===== src/rtl/fifo_sched.sv =====
// fifo_sched: write/read controller for one shared first-word-fall-through FIFO.
//
// Write side: round-robin arbitration between two valid/ready producers
// (s0, s1) onto the FIFO write port. Read side: pops the FIFO head into a
// one-entry registered valid/ready output stage (m_*). A flush request
// discards everything queued and pulses flush_done when the FIFO is empty.
// Two statistics counters track words written to the FIFO and words
// delivered to the consumer.
//
// Ports:
//   clk, reset                 clock, asynchronous active-low reset
//   s0_valid/s0_data/s0_ready  producer 0
//   s1_valid/s1_data/s1_ready  producer 1
//   m_valid/m_data/m_ready     consumer output stage
//   flush, flush_done          flush request / one-cycle completion pulse
//   fifo_write_e, fifo_wdata   FIFO write port
//   fifo_read_e, fifo_rdata    FIFO pop enable / head word
//   fifo_full/empty/ready      FIFO status
//   words_in, words_out        wrapping statistics counters
module fifo_sched #(
    parameter int unsigned DATA_WIDTH = 128,
    parameter int unsigned CNT_WIDTH  = 32
) (
    input  logic                  clk,
    input  logic                  reset,

    input  logic                  s0_valid,
    input  logic [DATA_WIDTH-1:0] s0_data,
    output logic                  s0_ready,

    input  logic                  s1_valid,
    input  logic [DATA_WIDTH-1:0] s1_data,
    output logic                  s1_ready,

    output logic                  m_valid,
    output logic [DATA_WIDTH-1:0] m_data,
    input  logic                  m_ready,

    input  logic                  flush,
    output logic                  flush_done,

    output logic                  fifo_write_e,
    output logic [DATA_WIDTH-1:0] fifo_wdata,
    output logic                  fifo_read_e,
    input  logic [DATA_WIDTH-1:0] fifo_rdata,
    input  logic                  fifo_full,
    input  logic                  fifo_empty,
    input  logic                  fifo_ready,

    output logic [CNT_WIDTH-1:0]  words_in,
    output logic [CNT_WIDTH-1:0]  words_out
);

    localparam logic [0:0] ST_RUN   = 1'b0;
    localparam logic [0:0] ST_FLUSH = 1'b1;

    logic [0:0]            state_q,      state_d;
    logic                  rr_prio_q,    rr_prio_d;
    logic                  m_valid_q,    m_valid_d;
    logic [DATA_WIDTH-1:0] m_data_q,     m_data_d;
    logic [CNT_WIDTH-1:0]  words_in_q,   words_in_d;
    logic [CNT_WIDTH-1:0]  words_out_q,  words_out_d;
    logic                  flush_done_q, flush_done_d;
    logic                  rd_inflight_q, rd_inflight_d;

    logic in_run;
    logic can_wr;
    logic gnt0;
    logic gnt1;
    logic pop;
    logic drain;
    logic read_e;
    logic handshake;

    // Arbitration and pop decisions. Gating with reset keeps every
    // FIFO-facing strobe low while the FIFO itself is held in reset.
    always_comb begin
        in_run    = (state_q == ST_RUN);
        can_wr    = reset & in_run & fifo_ready & ~fifo_full;
        gnt0      = can_wr & s0_valid & (~rr_prio_q | ~s1_valid);
        gnt1      = can_wr & s1_valid & ( rr_prio_q | ~s0_valid);
        pop       = reset & fifo_ready & ~fifo_empty & (~m_valid_q | m_ready);
        drain     = reset & fifo_ready & ~fifo_empty;
        read_e    = in_run ? pop : drain;
        handshake = m_valid_q & m_ready;
    end

    always_comb begin
        state_d       = state_q;
        rr_prio_d     = rr_prio_q;
        m_valid_d     = m_valid_q;
        m_data_d      = m_data_q;
        words_in_d    = words_in_q;
        words_out_d   = words_out_q;
        flush_done_d  = 1'b0;
        rd_inflight_d = read_e;

        if (gnt0 | gnt1) begin
            // Priority passes to the source that was not just served.
            rr_prio_d  = gnt0;
            words_in_d = words_in_q + 1'b1;
        end

        if (handshake) begin
            words_out_d = words_out_q + 1'b1;
        end

        case (state_q)
            ST_RUN: begin
                if (flush) begin
                    state_d   = ST_FLUSH;
                    m_valid_d = 1'b0;
                end else if (pop) begin
                    m_valid_d = 1'b1;
                    m_data_d  = fifo_rdata;
                end else if (handshake) begin
                    m_valid_d = 1'b0;
                end
            end
            ST_FLUSH: begin
                m_valid_d = 1'b0;
                // Wait one extra cycle after the last pop so the FIFO
                // status reflects it before declaring the flush done.
                if (fifo_empty & fifo_ready & ~rd_inflight_q) begin
                    state_d      = ST_RUN;
                    flush_done_d = 1'b1;
                end
            end
            default: begin
                state_d   = ST_RUN;
                m_valid_d = 1'b0;
            end
        endcase
    end

    always_ff @(posedge clk or negedge reset) begin
        if (!reset) begin
            state_q       <= ST_RUN;
            rr_prio_q     <= 1'b0;
            m_valid_q     <= 1'b0;
            m_data_q      <= '0;
            words_in_q    <= '0;
            words_out_q   <= '0;
            flush_done_q  <= 1'b0;
            rd_inflight_q <= 1'b0;
        end else begin
            state_q       <= state_d;
            rr_prio_q     <= rr_prio_d;
            m_valid_q     <= m_valid_d;
            m_data_q      <= m_data_d;
            words_in_q    <= words_in_d;
            words_out_q   <= words_out_d;
            flush_done_q  <= flush_done_d;
            rd_inflight_q <= rd_inflight_d;
        end
    end

    always_comb begin
        s0_ready     = gnt0;
        s1_ready     = gnt1;
        fifo_write_e = gnt0 | gnt1;
        fifo_read_e  = read_e;
        if (gnt0) begin
            fifo_wdata = s0_data;
        end else if (gnt1) begin
            fifo_wdata = s1_data;
        end else begin
            fifo_wdata = '0;
        end
        m_valid    = m_valid_q;
        m_data     = m_data_q;
        flush_done = flush_done_q;
        words_in   = words_in_q;
        words_out  = words_out_q;
    end

endmodule


===== config.mk =====
export PLATFORM = sky130hd
export DESIGN_NAME = fifo_sched
export DESIGN_NICKNAME = d
export VERILOG_FILES = /design/src/rtl/fifo_sched.sv
export SDC_FILE = /design/constraint.sdc
export NUM_CORES = 1
export LEC_CHECK = 0
export ABC_AREA = 1
export CORE_AREA = 5 5 273 275
export DETAILED_ROUTE_END_ITERATION = 16
export DIE_AREA = 0 0 278 280
export SLEW_MARGIN = 20
export SYNTH_ARGS = -nofsm -noshare
export SYNTH_HDL_FRONTEND = slang
export SYNTH_SLANG_ARGS = --single-unit

===== constraint.sdc =====
create_clock -name clk -period 2.03 [get_ports clk]
set_clock_uncertainty 0.05 [all_clocks]
set_input_delay 0.406 -clock clk [delete_from_list [all_inputs] [get_ports clk]]
set_output_delay 0.406 -clock clk [all_outputs]
set_load 0.05 [all_outputs]

# Word-level counts from Yosys, hierarchy flattened
# Cells that the tools add are included.
[totals]
register_bits = 197
elab_cells = 50
[op_classes]
addsub = 2
eq_ne = 1
n_mux = 12
n_bitwise = 26
n_reduce_logical = 1
[ops]
columns = ["cell", "n"]
rows = [
  ["two-way mux 128 bit", 2],
  ["adder 32 x 1 -> 32 bit, second input constant", 2],
  ["AND 1 bit", 13],
  ["inverter 1 bit", 9],
  ["two-way mux 1 bit", 8],
  ["inequality test 4 x 2 -> 1 bit, second input constant", 1],
  ["bitwise OR 1 bit", 4],
  ["one-hot mux 1 bit (2 select lines)", 2],
  ["AND reduction 3 bit", 1],
]

# Depth between registers and ports, before layout
# Gate-level depths: netlist of the first run.
[logic_depth]
depth_word = 8
ltp_mapped = 9
ltp_nobuf = 9

# Least setup slack after synthesis of the first run
# Ideal clock, no wire load.
[synth_timing]
path_kind = "register to output"
from = "reg state_q"
to = "out fifo_wdata[118]"
arrival_ps = 1609
t_required_ps = 1574
slack_ps = -35
path_stages_with_launch = 8
path_buffers = 1
path_cell_list = "dfrtp_1 nor2_1 nand2_1 inv_2 nand3_2 inv_2 buf_2 a22o_1"
[synth_via]
elab_chain_cells = 8
word_cells_on_any_way = 10
classes_between = "mux (2); bitwise (8)"
[synth_rtl]
columns = ["item", "line_no", "rtl"]
rows = [
  ["start: declaration", "57", "logic [0:0] state_q, state_d;"],
  ["start signal: assignment", "147", "state_q <= state_d;"],
  ["inverter 1 bit", "--", ""],
  ["AND 1 bit (3 in a row)", "79", "can_wr = reset & in_run & fifo_ready & ~fifo_full;"],
  ["AND 1 bit (2 in a row)", "81", "gnt1 = can_wr & s1_valid & ( rr_prio_q | ~s0_valid);"],
  ["net s1_ready", "33", "output logic s1_ready,"],
  ["two-way mux 128 bit", "165", "end else if (gnt1) begin"],
  ["two-way mux 128 bit", "163", "if (gnt0) begin"],
  ["end: declaration", "43", "output logic [DATA_WIDTH-1:0] fifo_wdata,"],
]
# The timed path passes the listed nets, and every way through them passes these cells.

# Final worst setup path of the first run
[layout_timing]
from = "reg state_q"
to = "out fifo_wdata[81]"
[layout_via]
elab_chain_cells = 8
word_cells_on_any_way = 10
classes_between = "mux (2); bitwise (8)"
[layout_rtl]
columns = ["item", "line_no"]
rows = [
  ["inverter 1 bit (*)", "--"],
  ["AND 1 bit (*) (3 in a row)", "79"],
  ["AND 1 bit (2 in a row)", "81"],
  ["two-way mux 128 bit", "165"],
  ["two-way mux 128 bit (*)", "163"],
]
# Every way passes the cells marked *; elsewhere a longest branch is shown, timed or not.

==> reports/summary.md, run 1 <==
## Routing
- **vias per cell** 3.944
- **total routed wirelength** 61.58 mm
- **count of vias placed by the detailed router** 10,566
- **count of antenna-violating nets left after detailed routing** 0
- **Detailed Routing Iterations Pass 1** 5
- **number of DRC violations after detailed routing** 0
- **iteration-0 DRC count of the detailed router** 527
- **average routed wire per standard cell** 22.99 µm

## Synthesis
- **post-synthesis sequential element count** 197
- **count of distinct cell types in the synthesized netlist** 30
- **Yosys top cell by area** sky130_fd_sc_hd__dfrtp_1
- **nets in the synthesized netlist** 1,315
- **post-synthesis share of cell area spent on xor and xnor gates** 3.082%
- **complex-gate fraction of the synthesized area** 10.94%
- **post-synthesis sequential area ratio** 46.88%
- **Adder-Cell Fraction of Synth Area** 0.2380%
- **synthesized area per cell** 11.43 µm²
- **simple-gate area share of the yosys netlist** 13.78%
- **cells after synthesis** 920
- **main combinational cell family by area after synthesis** multiplexers
- **top-area cell type share of the netlist area** 46.88%
- **top area cells in the synthesized netlist** sky130_fd_sc_hd__dfrtp_1 (47%), sky130_fd_sc_hd__mux2_4 (17%), sky130_fd_sc_hd__a22o_1 (11%)
- **area of the mapped netlist** 10,520 µm²
- **share of cell area taken by muxes after synthesis** 17.99%
- **total of warnings raised by yosys** 0

## Critical path
- **largest fanout of any net on the critical path** 8
- **kind of critical path** reg2out
- **worst-case reg-to-reg path depth** 11
- **slowest cell delay on critical path** 0.40 ns
- **Crit path buffers/inverters** 6
- **logic depth of the worst path, buffers included** 10
- **cells along the critical path** nor2_2 > nand2_2 > inv_4 > nand2_4 > inv_4 > buf_12 > buf_12 > buf_8 > a22o_1 > buf_12
- **Crit path max-delay family** buffers and inverters
- **startpoint class of the critical path** register
- **Most Frequent Cell on Critical Path** sky130_fd_sc_hd__buf_12
- **CP max stage cell** sky130_fd_sc_hd__dfrtp_1
- **critical path data arrival time** 2.12 ns
- **data required time of the critical path** 1.57 ns
- **sort of element at the end of the critical path** primary output

## Clock network
- **number of sinks on the clock net** 197
- **Clk Tree Root Cell** sky130_fd_sc_hd__clkbuf_16
- **Worst-Skew Late Latency** 0.49 ns
- **H-tree levels** 4
- **Max clock buf depth** 2
- **CTS clock-pin slew for the worst setup and hold paths** 0.09 ns
- **CTS Buf Count** 17
- **TritonCTS clock tree** built

## Cells and area
- **cell area after layout** 22,160 µm²
- **leading cell type in the layout, fill and taps excluded** sky130_fd_sc_hd__clkdlybuf4s50_1
- **most frequent cells in the layout** sky130_fd_sc_hd__clkdlybuf4s50_1 (388), sky130_fd_sc_hd__dfrtp_1 (197), sky130_fd_sc_hd__buf_4 (155), sky130_fd_sc_hd__nand2_1 (150), sky130_fd_sc_hd__buf_12 (150)
- **Final Net Count** 2,097
- **Layout Area Growth over Synthesis** 110.8%
- **ratio of cells with drive above 1 in the final layout** 36.27%
- **utilization after layout** 30.74%

## Global route
- **initial antenna violation count** 28
- **wire length of the first global-routing pass** 82.86 mm
- **pin count of the biggest net entering global routing** 110
- **met1 track utilization from global routing** 15.11%
- **vias in the first global route** 11,122
- **met3 Resource Use GR** 4.410%
- **overall global routing resource usage** 14.63%
- **Overflow after GRT** 0
- **fraction of met2 tracks used by global routing** 28.34%
- **most utilized layer in the global route result** met2

## Placed design
- **Port-buffer cells** 718
- **pre-CTS WS** -0.7499 ns
- **area post-placement** 19,980 µm²
- **final estimated routing congestion in global placement** 0.9074
- **detailed placement HPWL** 49.59 mm

## Timing
- **smallest setup slack after layout** -0.5415 ns
- **Setup Viol. Count Final** 131
- **Final Hold Violating Endpoints** 0
- **worst hold slack** 0.3076 ns
- **total count of max-transition violations in the final report** 0
- **share of the cycle needed by the critical path after routing** 126.7%
- **Final Critical Period** 2.572 ns
- **measured slew at the worst slew-check pin** 0.7188 ns
- **Final TNS setup** -61.27 ns
- **setup repair after global routing missed its margin** yes
- **achievable clock frequency** 0.3889 GHz
- **worst rel slew slack** 52.08%

## Worst hold path
- **classification of the worst-slack hold path** in2reg
- **count of cells along the worst hold path** 3

## Power
- **worst IR drop on VDD** 0.5442 mV
- **combinational power share** 42.8%
- **Net Sw Power** 0.006280 W
- **Internal Power** 0.008953 W
- **clock network fraction of design power** 23.4%
- **total leakage power** 10.36 nW
- **switching power as a share of total power** 41.23%
- **cell area power density** 687.4 nW/µm²
- **Flop pwr share** 33.8%

## Floorplanning
- **initial cell density of the core** 14.59%
- **number of top-level pins** 719
- **number of rows created at floorplan** 99
- **width of the die** 278 µm
- **die boundary height** 280 µm
- **Core Footprint** 72,090 µm²
- **die outline area** 77,840 µm²

## Outcome
- **violations in the final reports** setup timing
- **outcome** finished, violations left

## Run
- **total of max-cap violations** 0

-- power by group through the flow --
stage	Clock, W	Combinational [W]	Sequential, W
finish	0.00356	0.00652	0.00515
global route	0.00385	0.00673	0.00524
CTS	0.00371	0.00651	0.00515
detailed placement	0	0.00674	0.00521
global placement	0	0.00670	0.00519
floorplan	0	0.00127	0.00774
-- routing by layer --
metal | part of all wire, % | vias up
met1 | 35 | 5159
met5 | 0 | -
met3 | 6.7 | 104
met4 | 3.1 | 0
met2 | 55 | 521
li1 | - | 4782
-- synthesized netlist by cell type --
cell,count
sky130_fd_sc_hd__xor2_1,18
sky130_fd_sc_hd__buf_2,4
sky130_fd_sc_hd__inv_2,7
sky130_fd_sc_hd__nand2_1,152
sky130_fd_sc_hd__nor3_4,1
sky130_fd_sc_hd__mux2_4,120
sky130_fd_sc_hd__nand4_1,22
sky130_fd_sc_hd__o21ai_0,2
sky130_fd_sc_hd__dfrtp_1,197
sky130_fd_sc_hd__buf_4,14
sky130_fd_sc_hd__xnor2_1,19
sky130_fd_sc_hd__buf_12,10
sky130_fd_sc_hd__buf_6,17
sky130_fd_sc_hd__nand3_2,2
sky130_fd_sc_hd__a21oi_1,2
sky130_fd_sc_hd__nor3_1,12
sky130_fd_sc_hd__a21oi_2,1
sky130_fd_sc_hd__nor2_4,7
sky130_fd_sc_hd__a22o_1,128
sky130_fd_sc_hd__and2_1,1
sky130_fd_sc_hd__nor2_2,3
sky130_fd_sc_hd__nand2_2,4
sky130_fd_sc_hd__ha_1,2
sky130_fd_sc_hd__nand3b_1,8
sky130_fd_sc_hd__nand3_1,38
sky130_fd_sc_hd__nor2_1,64
sky130_fd_sc_hd__mux2_2,8
sky130_fd_sc_hd__inv_1,54
sky130_fd_sc_hd__nor3b_1,2
sky130_fd_sc_hd__nor3_2,1
-- area by class of cell --
type                       instances  area (µm²)
timing repair buffer             805        9376
multi-input combinational        617        5704
timing repair inverter             3       52.55
sequential                       197        4930
tap                              959        1200
clock inverter                    15       200.2
clock buffer                      17       425.4
antenna                            5       12.51
inverter                          61       260.3
fill                            7312       49930
-- registers in the layout, summed over array words and instances (netlist names) --
signal and flops:
flush_done 1, m_data 128, m_valid 1, rd_inflight_q 1, rr_prio_q 1, state_q 1, words_in 32, words_out 32
-- path summary, 6_finish.rpt --
kind / startpoint / to / slack [ns]
setup / recovery: state_q$_DFF_PN0_ / fifo_wdata[81] / -0.54
min in group asynchronous: reset / m_data[116]$_DFFE_PN0P_ / 0.38
hold / removal: fifo_ready / flush_done$_DFF_PN0_ / 0.31
hold reg to reg: rd_inflight_q$_DFF_PN0_ / flush_done$_DFF_PN0_ / 0.41
max in group asynchronous: reset / words_in[30]$_DFFE_PN0P_ / 0.61
setup reg to reg: state_q$_DFF_PN0_ / words_in[20]$_DFFE_PN0P_ / 0.14
-- tightest hold or removal path, cell delays in order --
cell                            delay (ns)
sky130_fd_sc_hd__dlygate4sd2_1        0.27
sky130_fd_sc_hd__nand2_1              0.08
sky130_fd_sc_hd__nor3_1               0.05
-- what timing repair did --
action	4_1_cts	5_1_grt
hold buffers	1	0
setup endpoints to repair	212	133
setup buffers	10	6
gates cloned	5	16
endpoints found under the hold margin	11	0
pin swaps	9	14
resized for setup	152	89
-- cell families after synthesis --
family                     after synthesis
AOI/OAI and AO/OA                      133
xor gates and xnor gates                37
adders and majority gates                2
buffers and inverters                  106
DFF                                    197
muxes                                  128
and+or+nand+nor                        317
-- per-stage QoR --
step           instances  power (W)
2_1_floorplan        920   0.009009
3_3_place_gp        2606    0.01190
3_5_place_dp        2606    0.01195
4_1_cts             2654    0.01538
5_1_grt             2676    0.01582
6_report            2679    0.01523
No activity file was read; power rests on OpenSTA's default activity.
==> run 2, diff against run 1 <==
--- a/config.mk
+++ b/config.mk
@@ -9,6 +9,7 @@
 export CORE_AREA = 5 5 273 275
 export DETAILED_ROUTE_END_ITERATION = 16
 export DIE_AREA = 0 0 278 280
+export PLACE_DENSITY = 0.42
 export SLEW_MARGIN = 20
 export SYNTH_ARGS = -nofsm -noshare
 export SYNTH_HDL_FRONTEND = slang
==> reports/summary.md, run 2 (synthesis results as in run 1) <==
## Placed design
- **pre-CTS WS** -0.8100 ns, -0.06016 ns
- **detailed placement HPWL** 53.59 mm, +8.1%
- **Port-buffer cells** 718, unchanged
- **final estimated routing congestion in global placement** 0.8895, -2.0%
- **post-placement cell count** 2,641, +1.3%

## Routing
- **count of vias placed by the detailed router** 10,389, -1.7%
- **number of DRC violations after detailed routing** 0, unchanged
- **iteration-0 DRC count of the detailed router** 370, -30%
- **vias per cell** 3.841, -2.6%
- **count of antenna-violating nets left after detailed routing** 0, unchanged
- **total routed wirelength** 63.74 mm, +3.5%
- **Detailed Routing Iterations Pass 1** 4, -1
- **average routed wire per standard cell** 23.56 µm, +2.5%

## Clock network
- **number of sinks on the clock net** 197, unchanged
- **hold_buf cts** 0, -1
- **CTS clock-pin slew for the worst setup and hold paths** 0.08 ns, about the same
- **TritonCTS clock tree** built
- **Max clock buf depth** 2, unchanged
- **H-tree levels** 4, unchanged
- **Worst-Skew Late Latency** 0.48 ns, about the same
- **Clk Tree Root Cell** sky130_fd_sc_hd__clkbuf_16
- **CTS Buf Count** 17, unchanged

## Floorplanning
- **die outline area** 77,840 µm², unchanged
- **initial cell density of the core** 14.59%, unchanged
- **Core Footprint** 72,090 µm², unchanged
- **width of the die** 278 µm, unchanged
- **die boundary height** 280 µm, unchanged
- **number of rows created at floorplan** 99, unchanged
- **number of top-level pins** 719, unchanged

## Timing
- **Final Hold Violating Endpoints** 0, unchanged
- **achievable clock frequency** 0.3921 GHz, +0.84%
- **setup repair after global routing missed its margin** yes
- **Final Critical Period** 2.550 ns, -0.02134 ns
- **share of the cycle needed by the critical path after routing** 125.6%, -1.1 points
- **Setup Viol. Count Final** 131, unchanged
- **smallest setup slack after layout** -0.5202 ns, +0.02134 ns
- **measured slew at the worst slew-check pin** 0.6585 ns, -0.06025 ns
- **total count of max-transition violations in the final report** 0, unchanged
- **worst rel slew slack** 56.10%, +4.0 points

## Power
- **combinational power share** 42.4%, -0.4 points
- **Internal Power** 0.009234 W, +3.1%
- **cell area power density** 703.5 nW/µm², +2.3%
- **worst IR drop on VDD** 0.6183 mV, +14%
- **overall power of the completed layout** 0.01555 W, +2.1%
- **clock network fraction of design power** 24.5%, +1.1 points
- **Flop pwr share** 33.1%, -0.7 points
- **switching power as a share of total power** 40.62%, -0.60 points
- **total leakage power** 10.35 nW, -0.10%
- **Net Sw Power** 0.006317 W, +0.59%

## Cells and area
- **total of fill cells in the finished design** 7,386, +1.0%
- **Layout Area Growth over Synthesis** 110.2%
- **final instance count without filler cells** 2,705, +0.97%
- **max FFs per register** 128, unchanged
- **leading cell type in the layout, fill and taps excluded** sky130_fd_sc_hd__clkdlybuf4s50_1
- **ratio of cells with drive above 1 in the final layout** 37.75%, +1.5 points
- **area of the multi-input gates** 5593 µm², -2.0%
- **most frequent cells in the layout** sky130_fd_sc_hd__clkdlybuf4s50_1 (388), sky130_fd_sc_hd__dfrtp_1 (197), sky130_fd_sc_hd__buf_4 (194), sky130_fd_sc_hd__buf_12 (153), sky130_fd_sc_hd__nand2_1 (150)
- **FF+latch area** 4930 µm², unchanged
- **Final Net Count** 2,117, +0.95%

## Global route
- **wire length of the first global-routing pass** 87.69 mm, +5.8%
- **overall global routing resource usage** 15.66%, +1.0 points
- **vias in the first global route** 11,232, +0.99%
- **Overflow after GRT** 0, unchanged
- **pin count of the biggest net entering global routing** 109, -0.91%
- **initial antenna violation count** 30, +7.1%

## Critical path
- **cells along the critical path** nor2_2 > nand2_4 > inv_4 > nand2_4 > clkinv_8 > buf_12 > buf_16 > buf_6 > a22o_4 > buf_12
- **startpoint class of the critical path** register
- **largest fanout of any net on the critical path** 8, unchanged
- **CP max stage cell** sky130_fd_sc_hd__dfrtp_1
- **worst-case reg-to-reg path depth** 10, -1
- **data required time of the critical path** 1.57 ns, about the same
- **slowest cell delay on critical path** 0.38 ns, -0.02 ns
- **critical path data arrival time** 2.09 ns, -0.03 ns
- **sort of element at the end of the critical path** primary output
- **kind of critical path** reg2out

## Run
- **total of max-cap violations** 0, unchanged

## Outcome
- **outcome** finished, violations left
- **violations in the final reports** setup timing

## Worst hold path
- **classification of the worst-slack hold path** in2async

run 2: cell count changes in the layout (fill, tap and decap cells not counted), sizes merged:
cell,change
diode,+6
inv,-3
clkinvlp,-2
dlymetal6s2s,+2
buf,+57
clkbuf,-8
dlygate4sd2,-27
dlygate4sd3,-1
bufinv,+2
run 2: final cells by class:
| cell class | count | area share, % |
|---|---|---|
| Antenna cell | 11 | 0.1245 |
| Clock buffer | 17 | 1.924 |
| Tap cell | 959 | 5.428 |
| Multi-Input combinational cell | 617 | 25.30 |
| Timing Repair Buffer | 828 | 42.70 |
| Inverter | 61 | 1.172 |
| Sequential cell | 197 | 22.30 |
| Clock inverter | 15 | 1.047 |
run 2: per-layer routing:
metal | global-route usage, % | share of wire, % | wire [µm] | vias up
met2 | 30.42 | 56 | 35550 | 423
met4 | 4.679 | 2.4 | 1532 | 0
li1 | - | - | - | 4827
met1 | 15.87 | 35 | 22400 | 5058
met5 | 0 | 0 | 0 | -
met3 | 5.167 | 6.7 | 4264 | 81
run 2: power groups by stage:
stage          sequential, W  combinational (W)  clock (W)
6_report             0.00514            0.00660    0.00381
5_1_grt              0.00523            0.00683    0.00411
4_1_cts              0.00514            0.00665    0.00402
3_5_place_dp         0.00520            0.00680          0
3_3_place_gp         0.00520            0.00679          0
2_1_floorplan        0.00774            0.00127          0
run 2: timing repair:
item / 4_1_cts / 5_1_grt
gates resized for setup: 116 / 89
cloned: 5 / 3
setup endpoints to repair: 189 / 133
pin swaps: 14 / 26
buffers inserted: 10 / 7
run 2: metrics by stage:
step / area [µm²] / utilization (%) / TNS [ns] / hold slack (ns)
global route: 22100 / 30.65 / -69.14 / 0.05001
global placement: 20240 / 28.08 / -127.37 / 0.4260
CTS: 21400 / 29.68 / -71.78 / 0.001595
floorplan: 10530 / - / 0 / 0.06041
detailed placement: 20240 / 28.08 / -127.43 / 0.4134
finish: 22110 / 30.66 / -56.45 / 0.02192
run 2: final timing paths:
kind	startpoint	to	slack [ns]
min reg2reg	rr_prio_q$_DFFE_PN0P_	rr_prio_q$_DFFE_PN0P_	0.43
max reg2reg	state_q$_DFF_PN0_	words_in[30]$_DFFE_PN0P_	0.19
max	state_q$_DFF_PN0_	fifo_wdata[20]	-0.52
min in group clk	s1_valid	rr_prio_q$_DFFE_PN0P_	0.41
max in group asynchronous	reset	words_in[20]$_DFFE_PN0P_	0.77
min	reset	m_data[4]$_DFFE_PN0P_	0.02
run 2: worst max-delay path: cells and delay by family, from the launching register on:
kind | cells | cell delay [ns]
buffers and inverters | 6 | 0.69
DFF | 1 | 0.38
AOI/OAI and AO/OA | 1 | 0.26
and+or+nand+nor | 3 | 0.28
==> run 3, diff against run 2 <==
--- a/config.mk
+++ b/config.mk
@@ -6,6 +6,7 @@
 export NUM_CORES = 1
 export LEC_CHECK = 0
 export ABC_AREA = 1
+export CAP_MARGIN = 20
 export CORE_AREA = 5 5 273 275
 export DETAILED_ROUTE_END_ITERATION = 16
 export DIE_AREA = 0 0 278 280
@@ -14,3 +15,4 @@
 export SYNTH_ARGS = -nofsm -noshare
 export SYNTH_HDL_FRONTEND = slang
 export SYNTH_SLANG_ARGS = --single-unit
+export TNS_END_PERCENT = 5
==> reports/summary.md, run 3 (synthesis results as in run 1) <==
## Timing
- **setup repair after global routing missed its margin** yes
- **Setup Viol. Count Final** 132, +0.76%
- **Final TNS setup** -57.07 ns, -0.6185 ns
- **Final Critical Period** 2.556 ns, +0.005963 ns
- **total count of max-transition violations in the final report** 0, unchanged
- **measured slew at the worst slew-check pin** 0.8587 ns, +0.2002 ns
- **Final Hold Violating Endpoints** 0, unchanged
- **achievable clock frequency** 0.3912 GHz, -0.23%
- **worst rel slew slack** 42.75%, -13 points
- **share of the cycle needed by the critical path after routing** 125.9%, +0.29 points
- **smallest setup slack after layout** -0.5262 ns, -0.005963 ns

## Floorplanning
- **number of top-level pins** 719, unchanged
- **width of the die** 278 µm, unchanged
- **Core Footprint** 72,090 µm², unchanged
- **die boundary height** 280 µm, unchanged
- **number of rows created at floorplan** 99, unchanged
- **die outline area** 77,840 µm², unchanged
- **initial cell density of the core** 14.59%, unchanged

## Routing
- **number of DRC violations after detailed routing** 0, unchanged
- **count of antenna-violating nets left after detailed routing** 0, unchanged
- **total routed wirelength** 68.92 mm, +8.1%
- **Detailed Routing Iterations Pass 1** 4, unchanged
- **average routed wire per standard cell** 25.58 µm, +8.6%
- **vias per cell** 3.864, +0.60%
- **iteration-0 DRC count of the detailed router** 309, -16%
- **count of vias placed by the detailed router** 10,409, +0.19%

## Outcome
- **violations in the final reports** setup timing
- **outcome** finished, violations left

## Cells and area
- **final instance count without filler cells** 2,694, -0.41%
- **Layout Area Growth over Synthesis** 106.2%
- **leading cell type in the layout, fill and taps excluded** sky130_fd_sc_hd__clkdlybuf4s50_1
- **utilization after layout** 30.08%, -0.58 points
- **Final Net Count** 2,105, -0.57%
- **area of the multi-input gates** 5369 µm², -4.0%
- **most frequent cells in the layout** sky130_fd_sc_hd__clkdlybuf4s50_1 (389), sky130_fd_sc_hd__dfrtp_1 (197), sky130_fd_sc_hd__buf_4 (196), sky130_fd_sc_hd__buf_12 (155), sky130_fd_sc_hd__nand2_1 (150)
- **total of fill cells in the finished design** 7,495, +1.5%
- **max FFs per register** 128, unchanged
- **FF+latch area** 4930 µm², unchanged
- **ratio of cells with drive above 1 in the final layout** 36.27%, -1.5 points

## Clock network
- **number of sinks on the clock net** 197, unchanged
- **Clk Tree Root Cell** sky130_fd_sc_hd__clkbuf_16
- **CTS Buf Count** 17, unchanged
- **Max clock buf depth** 2, unchanged
- **CTS clock-pin slew for the worst setup and hold paths** 0.07 ns, about the same
- **Worst-Skew Late Latency** 0.48 ns, about the same
- **H-tree levels** 4, unchanged
- **TritonCTS clock tree** built

## Global route
- **wire length of the first global-routing pass** 92.84 mm, +5.9%
- **pin count of the biggest net entering global routing** 130, +19%
- **overall global routing resource usage** 16.87%, +1.2 points
- **vias in the first global route** 11,234, +0.018%
- **Overflow after GRT** 0, unchanged
- **initial antenna violation count** 31, +3.3%

## Critical path
- **worst-case register-to-register setup slack** 0.09 ns, -0.10 ns
- **largest fanout of any net on the critical path** 13, +5
- **startpoint class of the critical path** input port
- **Critical Path Sink** fifo_wdata[127]
- **Reg-to-Reg Start** state_q$_DFF_PN0_
- **sort of element at the end of the critical path** primary output
- **start point of the critical path** s1_valid
- **destination of the worst register-to-register timing path** m_data[41]$_DFFE_PN0P_
- **critical path data arrival time** 2.10 ns, about the same
- **kind of critical path** in2out
- **worst-case reg-to-reg path depth** 6, -4
- **data required time of the critical path** 1.57 ns, about the same

## Placed design
- **pre-CTS WS** -0.8535 ns, -0.04344 ns
- **Port-buffer cells** 718, unchanged
- **final estimated routing congestion in global placement** 0.9476, +6.5%
- **post-placement cell count** 2,638, -0.11%
- **detailed placement HPWL** 59.40 mm, +11%

## Power
- **worst IR drop on VDD** 0.6194 mV, +0.19%
- **total leakage power** 10.05 nW, -2.9%
- **cell area power density** 711.7 nW/µm², +1.2%
- **overall power of the completed layout** 0.01543 W, -0.77%

## Run
- **total of max-cap violations** 0, unchanged

## Worst hold path
- **classification of the worst-slack hold path** in2reg

==> run 3: layout make-up <==
class / instances / share of cell area, %
clock inverters: 14 / 0.9232
well taps: 959 / 5.533
clock buffers: 18 / 1.979
diodes: 12 / 0.1385
flip-flops and latches: 197 / 22.73
inverters: 61 / 1.160
multi-input cells: 617 / 24.76
repair buffers: 815 / 42.73
repair inverters: 1 / 0.04039
==> run 3: worst min-delay path by stage <==
stage	slack [ns]	endpoint	cells after the start	startpoint
6_report	0.32	flush_done$_DFF_PN0_	3	fifo_ready
5_1_grt	0.31	flush_done$_DFF_PN0_	3	fifo_ready
4_1_cts	0.27	flush_done$_DFF_PN0_	3	fifo_ready
3_5_place_dp	0.37	flush_done$_DFF_PN0_	1	rd_inflight_q$_DFF_PN0_
3_3_place_gp	0.36	flush_done$_DFF_PN0_	1	rd_inflight_q$_DFF_PN0_
2_1_floorplan	0.06	flush_done$_DFF_PN0_	0	reset
==> run 3: worst max-delay path, cell delays in order <==
cell and delay [ns]:
sky130_fd_sc_hd__clkdlybuf4s50_1 0.50, sky130_fd_sc_hd__nand2_1 0.07, sky130_fd_sc_hd__nand2_2 0.11, sky130_fd_sc_hd__inv_2 0.04, sky130_fd_sc_hd__nand2_2 0.12, sky130_fd_sc_hd__inv_8 0.07
sky130_fd_sc_hd__buf_12 0.13, sky130_fd_sc_hd__buf_16 0.15, sky130_fd_sc_hd__a22o_1 0.22, sky130_fd_sc_hd__buf_6 0.13, sky130_fd_sc_hd__buf_12 0.14
==> run 3: through the flow <==
step | hold slack [ns] | area [µm²]
2_1_floorplan | 0.06041 | 10520
3_3_place_gp | 0.3648 | 20230
3_5_place_dp | 0.3683 | 20230
4_1_cts | 0.2651 | 21320
5_1_grt | 0.3085 | 21670
6_report | 0.3209 | 21680
==> run 3: per-layer routing <==
metal  part of all wire [%]  GRT usage [%]  vias up
li1                       -              -     4807
met1                     34          16.71     5036
met3                    7.1          5.508      101
met5                      0              0        -
met4                    3.9          4.958        0
met2                     55          33.34      465
==> run 3: where the power goes <==
part	switching, W	internal (W)
logic	0.00396	0.00265
clock network	0.00189	0.00180
registers	0.000470	0.00466
==> run 3: what timing repair did <==
action,4_1_cts,5_1_grt
buffers inserted,2,3
pin swaps,9,9
setup endpoints to repair,182,132
gates cloned,5,1
hold buffers,1,0
gates resized for setup,134,35
hold endpoints to repair,24,0
